File: src/rtl/pipeline_hazard_ctrl.sv
// Hazard controller beside ID: stalls load-use hazards, flushes IF after taken beq, freezes on mem_busy.
// Latency: hazard outputs are combinational (0 cycles); multi-cycle stall/flush is sequenced by a down-counter.
// Backpressure: mem_busy freezes PC and IF/ID and holds the FSM; optional perf counters via HAZ_PERF_CNT_EN.
module pipeline_hazard_ctrl #(
  parameter int REG_AW   = 5,
  parameter int LOAD_LAT = 1,
  parameter int BR_FLUSH = 1,
  parameter int CNT_W    = 3
) (
  input  logic              clk,
  input  logic              rst,
  input  logic [REG_AW-1:0] if_id_rs1,
  input  logic [REG_AW-1:0] if_id_rs2,
  input  logic              if_id_uses_rs2,
  input  logic [REG_AW-1:0] id_ex_rd,
  input  logic              id_ex_mem_read,
  input  logic              beq,
  input  logic              zero,
  input  logic              mem_busy,
  output logic              pc_write,
  output logic              if_id_write,
  output logic              ctrl_mux_sel,
  output logic              if_flush,
`ifdef HAZ_PERF_CNT_EN
  output logic [15:0]       stall_cnt,
  output logic [15:0]       flush_cnt,
`endif
  output logic              stall_active
);

  typedef enum logic [1:0] {
    ST_RUN      = 2'd0,
    ST_LU_STALL = 2'd1,
    ST_BR_FLUSH = 2'd2
  } state_t;

  // Counter load values: remaining extra cycles after the first (RUN-state) cycle.
  localparam logic [CNT_W-1:0] LU_INIT  = CNT_W'(LOAD_LAT - 1);
  localparam logic [CNT_W-1:0] BR_INIT  = CNT_W'(BR_FLUSH - 1);
  localparam logic [CNT_W-1:0] CNT_ONE  = CNT_W'(1);

  state_t           state_q, state_d;
  logic [CNT_W-1:0] cnt_q, cnt_d;
  logic             lu_haz, br_tk;
  logic             pc_write_d, if_id_write_d, ctrl_mux_sel_d, if_flush_d;

  // rd==0 is never a real dependency (x0 is hard-wired zero).
  assign lu_haz = id_ex_mem_read && (id_ex_rd != '0) &&
                  ((id_ex_rd == if_id_rs1) || (if_id_uses_rs2 && (id_ex_rd == if_id_rs2)));
  assign br_tk  = beq & zero;

  // State and counter register; reset drops straight back to RUN from any stall/flush.
  always_ff @(posedge clk or posedge rst) begin
    if (rst) begin
      state_q <= ST_RUN;
      cnt_q   <= '0;
    end else begin
      state_q <= state_d;
      cnt_q   <= cnt_d;
    end
  end

  // Next-state and output decode; mem_busy then reset override in that order.
  always_comb begin
    state_d        = state_q;
    cnt_d          = cnt_q;
    pc_write_d     = 1'b1;
    if_id_write_d  = 1'b1;
    ctrl_mux_sel_d = 1'b0;
    if_flush_d     = 1'b0;
    case (state_q)
      ST_RUN: begin
        // Load-use wins: the branch operands are not ready, so beq is re-evaluated after the stall.
        if (lu_haz) begin
          pc_write_d     = 1'b0;
          if_id_write_d  = 1'b0;
          ctrl_mux_sel_d = 1'b1;
          if (LOAD_LAT > 1) begin
            state_d = ST_LU_STALL;
            cnt_d   = LU_INIT;
          end
        end else if (br_tk) begin
          if_flush_d = 1'b1;
          if (BR_FLUSH > 1) begin
            state_d = ST_BR_FLUSH;
            cnt_d   = BR_INIT;
          end
        end
      end
      ST_LU_STALL: begin
        pc_write_d     = 1'b0;
        if_id_write_d  = 1'b0;
        ctrl_mux_sel_d = 1'b1;
        if (cnt_q == CNT_ONE) begin
          state_d = ST_RUN;
          cnt_d   = '0;
        end else begin
          cnt_d = cnt_q - CNT_ONE;
        end
      end
      ST_BR_FLUSH: begin
        if_flush_d = 1'b1;
        if (cnt_q == CNT_ONE) begin
          state_d = ST_RUN;
          cnt_d   = '0;
        end else begin
          cnt_d = cnt_q - CNT_ONE;
        end
      end
      default: begin
        state_d = ST_RUN;
        cnt_d   = '0;
      end
    endcase
    // Memory not ready: freeze everything, capture nothing new.
    if (mem_busy) begin
      state_d        = state_q;
      cnt_d          = cnt_q;
      pc_write_d     = 1'b0;
      if_id_write_d  = 1'b0;
      ctrl_mux_sel_d = 1'b0;
      if_flush_d     = 1'b0;
    end
    // Hold the pipeline quiet with bubbles while reset is asserted.
    if (rst) begin
      pc_write_d     = 1'b0;
      if_id_write_d  = 1'b0;
      ctrl_mux_sel_d = 1'b1;
      if_flush_d     = 1'b0;
    end
  end

  assign pc_write     = pc_write_d;
  assign if_id_write  = if_id_write_d;
  assign ctrl_mux_sel = ctrl_mux_sel_d;
  assign if_flush     = if_flush_d;
  assign stall_active = (state_q != ST_RUN);

`ifdef HAZ_PERF_CNT_EN
  logic [15:0] stall_cnt_q, flush_cnt_q;

  // Saturating event counters for bubble cycles and IF flush cycles.
  always_ff @(posedge clk or posedge rst) begin
    if (rst) begin
      stall_cnt_q <= '0;
      flush_cnt_q <= '0;
    end else begin
      if (ctrl_mux_sel_d && !mem_busy && (stall_cnt_q != 16'hFFFF))
        stall_cnt_q <= stall_cnt_q + 16'd1;
      if (if_flush_d && (flush_cnt_q != 16'hFFFF))
        flush_cnt_q <= flush_cnt_q + 16'd1;
    end
  end

  assign stall_cnt = stall_cnt_q;
  assign flush_cnt = flush_cnt_q;
`endif

endmodule

File: config.mk
export PLATFORM = sky130hd
export DESIGN_NAME = pipeline_hazard_ctrl
export DESIGN_NICKNAME = d
export VERILOG_FILES = /design/src/rtl/pipeline_hazard_ctrl.sv
export SDC_FILE = /design/constraint.sdc
export NUM_CORES = 1
export LEC_CHECK = 0
export BUFFER_PORTS_ARGS = -buffer_cell sky130_fd_sc_hd__buf_2
export CAP_MARGIN = 10
export CORE_AREA = 2 2 39 41
export DETAILED_ROUTE_END_ITERATION = 10
export DIE_AREA = 0 0 41 43
export MAX_ROUTING_LAYER = met4
export SLEW_MARGIN = 20
export SYNTH_ARGS = -nofsm -noshare
export SYNTH_HDL_FRONTEND = slang
export SYNTH_SLANG_ARGS = --single-unit
File: constraint.sdc
create_clock -name clk -period 2.35 [get_ports clk]
set_input_delay 0.47 -clock clk [delete_from_list [all_inputs] [get_ports clk]]
set_output_delay 0.47 -clock clk [all_outputs]
set_load 0.05 [all_outputs]
==> qor.csv, run 1 <==
metric,value,unit
status,"complete, no violations",
Die X,41,um
top cell type's share of synthesized area,47.30,%
Post-Syn Instances,25,
crit path to,if_flush,
I/O pins,27,
grt total ovfl,0,
achievable frequency,432.6,MHz
largest family of logic cells by synthesized area,XOR/XNOR gates,
"Slowest-stage cell, CP",or4_4,
crit-path cells,buf_2 -> or4_4 -> o21a_4 -> a2111oi_4 -> buf_6,
total power,0.08325,mW
final hold vios,0,
crit end category,primary output,
Post-DRT Antenna Nets,0,
Synth Area in Adders,0,%
CP arrival,1840,ps
CP Max Fanout,3,
vias in the first global route,217,
initial antenna violation count,0,
vias post-DR,271,
crit-path max cell delay,530,ps
max-slew violation count,0,
post-synthesis sequential area ratio,0,%
wire length of the first global-routing pass,828,um
post-synthesis mux area share,0,%
average cell area after synthesis,7.407,sq um
share of cells above drive strength 1,67.31,%
DR WL/cell,8.647,um
Required @ worst endpoint,1880,ps
setup bufs post-CTS,0,
origin of the worst setup path,id_ex_rd[1],
Max-cap violations,0,
dpl ws,-59.38,ps
layout clock buffer count,0,
Post-Synth Simple-Gate Area,16.22,%
# fillers,157,
layout net count,76,
# diodes,0,
Critical Path Source Type,input port,
gr usage total,6.244,%
row count,14,
standby leakage power,0.1750,nW
initial drt markers,2,
post-layout instance area,399.1,sq um
Synth cell types,13,
Hold Crit Depth,3,
# DRC,0,
"area leader, netlist",xnor2_1,
core area,1384,sq um
first-pass detailed-route iteration total,4,
Synth Warn #,0,
Seq Cell Count,0,
Setup CP Type,input port to primary output,
placed wire-length estimate,550.3,um
ranking of synthesized cells by area,"xnor2_1 (47%), a2111oi_2 (8.1%), buf_4 (8.1%)",
"Core Util, Final",28.84,%
peak supply drop,0.06120,mV
Post-Syn Area,185.2,sq um
DR vias/cell,3.985,
P per Cell Area,208.6,nW/um^2
Final setup viols,0,
Die ar.,1763,sq um
Commonest cells post-synth,"xnor2_1 (10), nand2_1 (3), buf_4 (2)",
Tmin final,2312,ps
Initial Util,13.38,%
final wirelength,588,um
Synth Net Count,47,
overall die height,43,um
most used standard cell by instance count after synthesis,xnor2_1,
FF/Latch Area,0,sq um
largest net degree at the start of global routing,4,
port bufs,25,
worst min-delay path category,input port to primary output,
fraction of the mapped netlist area in compound gates,24.32,%
Syn-to-layout area delta,115.5,%
xor-xnor portion of the synthesized cell area,47.30,%
DP Area,371.6,sq um
final worst slack,38.30,ps
Final Cycle Share,98.37,%
gp weighted congestion,0.6981,
unrepaired setup endpoints after global routing,no,
[per-stage QoR]
stage,hold WS [ps],cells,setup TNS [ps]
finish,1284,68,0
global route,1301,68,0
CTS,1290,68,0
detailed placement,1341,68,-59.38
global placement,1338,68,-49.50
floorplan,995.6,25,-201.7
[critical path, delay by kind of cell]
family | cells | cell delay (ps)
buffers and inverters | 2 | 310
and+or+nand+nor | 1 | 530
AOI/OAI and AO/OA | 2 | 530
[cell usage in the layout (no fill, tap or decap)]
cell	count
a2111oi_4	1
buf_6	1
a31o_2	1
conb_1	1
xnor2_1	10
buf_4	5
nand4_1	1
a211oi_4	1
o21a_4	1
o22ai_2	1
nand2_1	3
nand3_1	1
inv_1	1
or4_4	1
clkbuf_4	1
buf_2	22
[worst min-delay path by stage]
stage | from | endpoint | slack, ps
floorplan | mem_busy | if_flush | 1000
global placement | rst | pc_write | 1340
detailed placement | rst | if_id_write | 1340
CTS | mem_busy | if_flush | 1290
global route | mem_busy | if_flush | 1300
finish | mem_busy | if_flush | 1280
[final cells by class]
type	instances	area, sq um	share of cell area (%)
well taps	16	20.02	5.016
repair buffers	29	166.4	41.69
inverters	1	3.754	0.9404
multi-input cells	22	209.0	52.35
[logic make-up after synthesis]
| logic type | Yosys count |
|---|---|
| xor+xnor | 10 |
| other cells | 1 |
| simple gates | 6 |
| compound gates | 5 |
| buf+inv | 3 |
[report_power, final]
part | total, mW | switching [mW] | internal [mW]
logic | 0.0833 | 0.0436 | 0.0397
registers | 0 | 0 | 0
clock network | 0 | 0 | 0
total | 0.0833 | 0.0436 | 0.0397
[layer usage]
layer | part of all wire (%) | routed length (um) | up-vias | track usage (%)
met2 | 46 | 271 | 14 | 8.750
li1 | - | - | 138 | -
met4 | 0 | 0 | 0 | 0
met3 | 12 | 70 | 0 | 0
met1 | 42 | 246 | 119 | 10.44
met5 | 0 | 0 | - | -
[repair_timing]
action,CTS,global route
endpoints found under the setup margin,1,4
hold buffers,0,0
resized for setup,2,6
(Power assumes the default switching activity.)
==> run 2: changes to the inputs <==
--- a/config.mk
+++ b/config.mk
@@ -5,6 +5,7 @@
 export SDC_FILE = /design/constraint.sdc
 export NUM_CORES = 1
 export LEC_CHECK = 0
+export ABC_AREA = 1
 export BUFFER_PORTS_ARGS = -buffer_cell sky130_fd_sc_hd__buf_2
 export CAP_MARGIN = 10
 export CORE_AREA = 2 2 39 41
==> run 2 against run 1 <==
Fmax is 24% higher. Global-route usage is 1.5 points higher. Via count is 46% higher. Critical endpoint unchanged. Combinational power is 13% lower. Critical path type unchanged.
==> qor.csv, run 2 <==
metric,value,unit,change
ranking of synthesized cells by area,"nand2_1 (40%), inv_1 (19%), nor2_1 (11%)",,
initial antenna violation count,0,,unchanged
Hold Crit Depth,4,,+1
status,"complete, no violations",,
standby leakage power,0.3070,nW,+75%
CTS Hold Buffers Added,0,,unchanged
Post-Syn Instances,65,,+160%
port bufs,25,,unchanged
Die X,41,um,unchanged
initial drt markers,9,,+7
Final setup viols,0,,unchanged
"Slowest-stage cell, CP",buf_2,,
grt total ovfl,0,,unchanged
overall die height,43,um,unchanged
wire length of the first global-routing pass,1035,um,+25%
# diodes,0,,unchanged
Setup TNS,0,ps,unchanged
Post-DRT Antenna Nets,0,,unchanged
crit-path max cell delay,260,ps,-270 ps
"delay-heaviest family, CP",buffers and inverters,,
setup bufs post-CTS,0,,unchanged
Synth cell types,12,,-1
"area leader, netlist",nand2_1,,
CP Max Fanout,3,,unchanged
DR WL/cell,6.163,um,-29%
gr usage total,7.779,%,+1.5 points
Initial Util,19.80,%,+6.4 points
Required @ worst endpoint,1880,ps,about the same
"most common cell after layout, fill and taps aside",nand2_1,,
final hold vios,0,,unchanged
vias post-DR,395,,+46%
post-synthesis sequential area ratio,0,%,unchanged
core area,1384,sq um,unchanged
DP Area,404.1,sq um,+8.8%
top cell type's share of synthesized area,39.73,%,-7.6 points
peak supply drop,0.05147,mV,-16%
row count,14,,unchanged
Seq Cell Count,0,,unchanged
Setup CP Type,input port to primary output,,
gp weighted congestion,0.7279,,+4.3%
average cell area after synthesis,4.216,sq um,-43%
I/O pins,27,,unchanged
# fillers,175,,+11%
max-slew violation count,0,,unchanged
unrepaired setup endpoints after global routing,no,,
DR vias/cell,3.798,,-4.7%
Critical Path Source Type,input port,,
Die ar.,1763,sq um,unchanged
# DRC,0,,unchanged
Worst path depth,9,,+4
worst min-delay path category,input port to primary output,,
Tmin final,1867,ps,-444.5 ps
Synth Warn #,0,,unchanged
Syn-to-layout area delta,47.49,%,
layout net count,112,,+47%
vias in the first global route,294,,+35%
PostCTS Resize Cnt,0,,-2
area of the multi-input gates,195.2,sq um,-6.6%
Max-cap violations,0,,unchanged
most used standard cell by instance count after synthesis,nand2_1,,
Commonest cells post-synth,"nand2_1 (29), inv_1 (14), nor2_1 (8)",,
P per Cell Area,179.7,nW/um^2,-14%
CP arrival,1400,ps,-440 ps
layout clock buffer count,0,,unchanged
largest net degree at the start of global routing,5,,+1
achievable frequency,535.6,MHz,+24%
FF/Latch Area,0,sq um,unchanged
crit end category,primary output,,
crit-path cells,buf_2 -> inv_2 -> nand4_1 -> o21ai_0 -> inv_1 -> nand2_1 -> nand2_1 -> nor2_1 -> buf_2,,
Final Cycle Share,79.46,%,-19 points
Post-Syn Area,274.0,sq um,+48%
first-pass detailed-route iteration total,4,,unchanged
final wirelength,641,um,+9.0%
post-layout instance area,404.1,sq um,+1.3%
placed wire-length estimate,604.7,um,+9.9%
share of cells above drive strength 1,34.09,%,-33 points
"commonest non-fill, non-tap cells in the layout","nand2_1 (29), buf_2 (25), inv_1 (14), nor2_1 (8)",,
CP bufs+invs,4,,+2
Synth Net Count,87,,+85%
## run 2: cell count changes after synthesis, moves of 2 or more
cell	delta
nand2_1	+26
inv_2	+3
nand3_1	+2
nor2_1	+8
inv_1	+13
xnor2_1	-9
## run 2: worst paths after layout
check,startpoint,endpoint,slack (ps)
setup / recovery,id_ex_rd[1],if_flush,480
hold / removal,zero,if_flush,1310
## run 2: kinds of logic (layout without fill, tap and decap cells)
family	after synthesis	in the layout	share of synthesized area (%)
simple gates	43	43	64.84
xor+xnor	1	1	3.197
other cells	1	1	1.369
compound gates	1	1	1.825
buf+inv	19	42	28.77
## run 2: cell type report
| class | count | share of cell area (%) |
|---|---|---|
| tap | 16 | 4.954 |
| inverter | 17 | 15.79 |
| multi-input combinational | 46 | 48.30 |
| timing repair buffer | 25 | 30.96 |
## run 2: metal layers
metal,track usage [%],wire length [um],vias to the layer above
met1,10.44,295,150
met3,0,87,0
met2,13.44,258,18
met5,-,0,-
li1,-,-,227
met4,0,0,0
## run 2: power by group
group / switching, mW / total [mW] / leakage, nW / internal [mW]
registers: 0 / 0 / 0 / 0
clock network: 0 / 0 / 0 / 0
logic: 0.0448 / 0.0726 / 0.307 / 0.0278
total: 0.0448 / 0.0726 / 0.307 / 0.0278
## run 2: stage by stage
stage	std cells	util [%]	worst slack, ps	power [mW]	hold WS [ps]
after floorplan	65	-	336.5	0.04655	1162
after global placement	104	29.20	473.8	0.07244	1311
after detailed placement	104	29.20	468.9	0.07334	1310
after CTS	104	29.20	468.2	0.07365	1311
after global routing	104	29.20	310.9	0.08221	1347
final	104	29.20	482.8	0.07261	1311
==> run 3: changes to the inputs <==
--- a/config.mk
+++ b/config.mk
@@ -5,7 +5,7 @@
 export SDC_FILE = /design/constraint.sdc
 export NUM_CORES = 1
 export LEC_CHECK = 0
-export ABC_AREA = 1
+export ABC_AREA = 0
 export BUFFER_PORTS_ARGS = -buffer_cell sky130_fd_sc_hd__buf_2
 export CAP_MARGIN = 10
 export CORE_AREA = 2 2 39 41
==> constraint.sdc (replaced) <==
create_clock -name clk -period 1.6 [get_ports clk]
set_input_delay 0.32 -clock clk [delete_from_list [all_inputs] [get_ports clk]]
set_output_delay 0.32 -clock clk [all_outputs]
set_load 0.05 [all_outputs]
==> run 3 against run 2 <==
The flow now finishes with violations (negative setup slack). Final area is 8.4% higher. First-iteration DRC count is 100% lower. Total power up 86%. Sequential cell count unchanged. Wire length decreased by 11%. Critical path depth decreased by 4. Cell count fell by 36%. Utilization is 2.4 points higher. Worst hold slack got worse by 320 ps. Global-route usage fell by 0.20 points. Count of clock-buffer cells in the layout unchanged.
==> qor.csv, run 3 (synthesized netlist as in run 1, its figures left out) <==
metric,value,unit,change
status,"finished, violations left",,
failing checks,negative setup slack,,
vias in the first global route,257,,-13%
gp weighted congestion,0.7253,,-0.36%
final wirelength,570,um,-11%
Post-DRT Antenna Nets,0,,unchanged
Tmin final,1992,ps,
FF/Latch Area,0,sq um,unchanged
worst min-delay path category,input port to primary output,,
initial antenna violation count,0,,unchanged
Initial Util,13.38,%,-6.4 points
P per Cell Area,308.8,nW/um^2,+72%
largest net degree at the start of global routing,4,,-1
DR WL/cell,8.507,um,+38%
Worst Hold End,if_flush,,
row count,14,,unchanged
setup bufs post-CTS,0,,unchanged
CP arrival,1670,ps,+270 ps
Seq Cell Count,0,,unchanged
Most common cell on crit path,buf_6,,
Die X,41,um,unchanged
achievable frequency,502.1,MHz,
port bufs,25,,unchanged
"commonest non-fill, non-tap cells in the layout","buf_2 (19), xnor2_1 (10), buf_6 (5), nand2_1 (3), buf_4 (3)",,
Inst Count DP,67,,-36%
Hold WS,989.2,ps,-321.4 ps
initial drt markers,0,,-9
crit end category,primary output,,
grt total ovfl,0,,unchanged
crit-path max cell delay,520,ps,+260 ps
unrepaired setup endpoints after global routing,yes,,
Setup CP Type,input port to primary output,,
Die ar.,1763,sq um,unchanged
DR vias/cell,3.955,,+4.1%
wire length of the first global-routing pass,993,um,-4.1%
Max-cap violations,0,,unchanged
I/O pins,27,,unchanged
CTS Hold Buffers Added,0,,unchanged
"Slowest-stage cell, CP",or4_4,,
Syn-to-layout area delta,136.5,%,
"most common cell after layout, fill and taps aside",buf_2,,
layout net count,75,,-33%
first-pass detailed-route iteration total,1,,-3
standby leakage power,0.1825,nW,-41%
final worst slack,-391.6,ps,-874.4 ps
Required @ worst endpoint,1280,ps,-600 ps
layout clock buffer count,0,,unchanged
vias post-DR,265,,-33%
share of cells above drive strength 1,66.67,%,+33 points
Critical Path Source Type,input port,,
Final setup viols,4,,+4
hold_sp,mem_busy,,
post-route insts no fill,67,,-36%
Final Cycle Share,124.5,%,
gr usage total,7.574,%,-0.20 points
overall die height,43,um,unchanged
max-slew violation count,0,,unchanged
placed wire-length estimate,543.2,um,-10%
Hold Crit Depth,3,,-1
core area,1384,sq um,unchanged
CP Max Fanout,3,,unchanged
# diodes,0,,unchanged
final hold vios,0,,unchanged
# DRC,0,,unchanged
peak supply drop,0.09197,mV,+79%
crit-path cells,buf_6 -> or4_4 -> o21a_4 -> a2111oi_4 -> buf_6,,
run 3: cell types whose count changed in the layout (fill, tap and decap cells not counted), sizes merged, moves of 2 or more:
cell	change
inv	-16
nand2	-26
buf	+3
nand3	-2
nor2	-10
xnor2	+9
run 3: timing repair:
item | 4_1_cts | 5_1_grt
setup endpoints to repair | 4 | 4
pin swaps | 1 | 0
resized for setup | 14 | 2
run 3: area by class of cell:
type,instances,area [sq um]
Timing Repair Buffer,28,188.9
Multi-Input combinational cell,22,225.2
Fill cell,158,945.9
Inverter,1,3.754
Tap cell,16,20.02
run 3: power by group:
group	switching [mW]	internal (mW)	total, mW	leakage (nW)
clock network	0	0	0	0
logic	0.0682	0.0671	0.135	0.183
registers	0	0	0	0
total	0.0682	0.0671	0.135	0.183
run 3: per-layer routing:
metal,wire length (um),global-route usage [%],vias to the layer above,share of wire (%)
met5,0,-,-,0
met4,0,0,0,0
met3,64,0.5236,0,11
met2,286,13.44,14,50
met1,219,9.494,114,38
li1,-,-,137,-
run 3: metrics by stage:
stage               util, %  total power [mW]  setup TNS [ps]  setup WS (ps)  area (sq um)
floorplan                 -           0.06897           -1604         -602.5         215.2
detailed placement    26.31            0.1142           -1878         -511.5         364.1
CTS                   30.65            0.1317           -1354         -394.1         424.2
finish                31.65            0.1353           -1312         -391.6         437.9
global placement      26.31            0.1131           -1809         -497.1         364.1
global route          31.65            0.1461           -1460         -419.2         437.9
run 3: worst max path at each step:
stage / start / end / slack (ps) / cells after the start
global placement: id_ex_rd[1] / if_flush / -500 / 5
CTS: id_ex_rd[1] / if_flush / -390 / 5
global route: id_ex_rd[1] / if_flush / -420 / 5
detailed placement: id_ex_rd[1] / if_flush / -510 / 5
floorplan: id_ex_rd[1] / pc_write / -600 / 4
finish: id_ex_rd[1] / if_flush / -390 / 5
run 3: worst max-delay path: cells and delay by family:
kind	cells	cell delay, ps
buffers and inverters	2	290
AO/OA/AOI/OAI	2	540
AND/OR/NAND/NOR	1	520
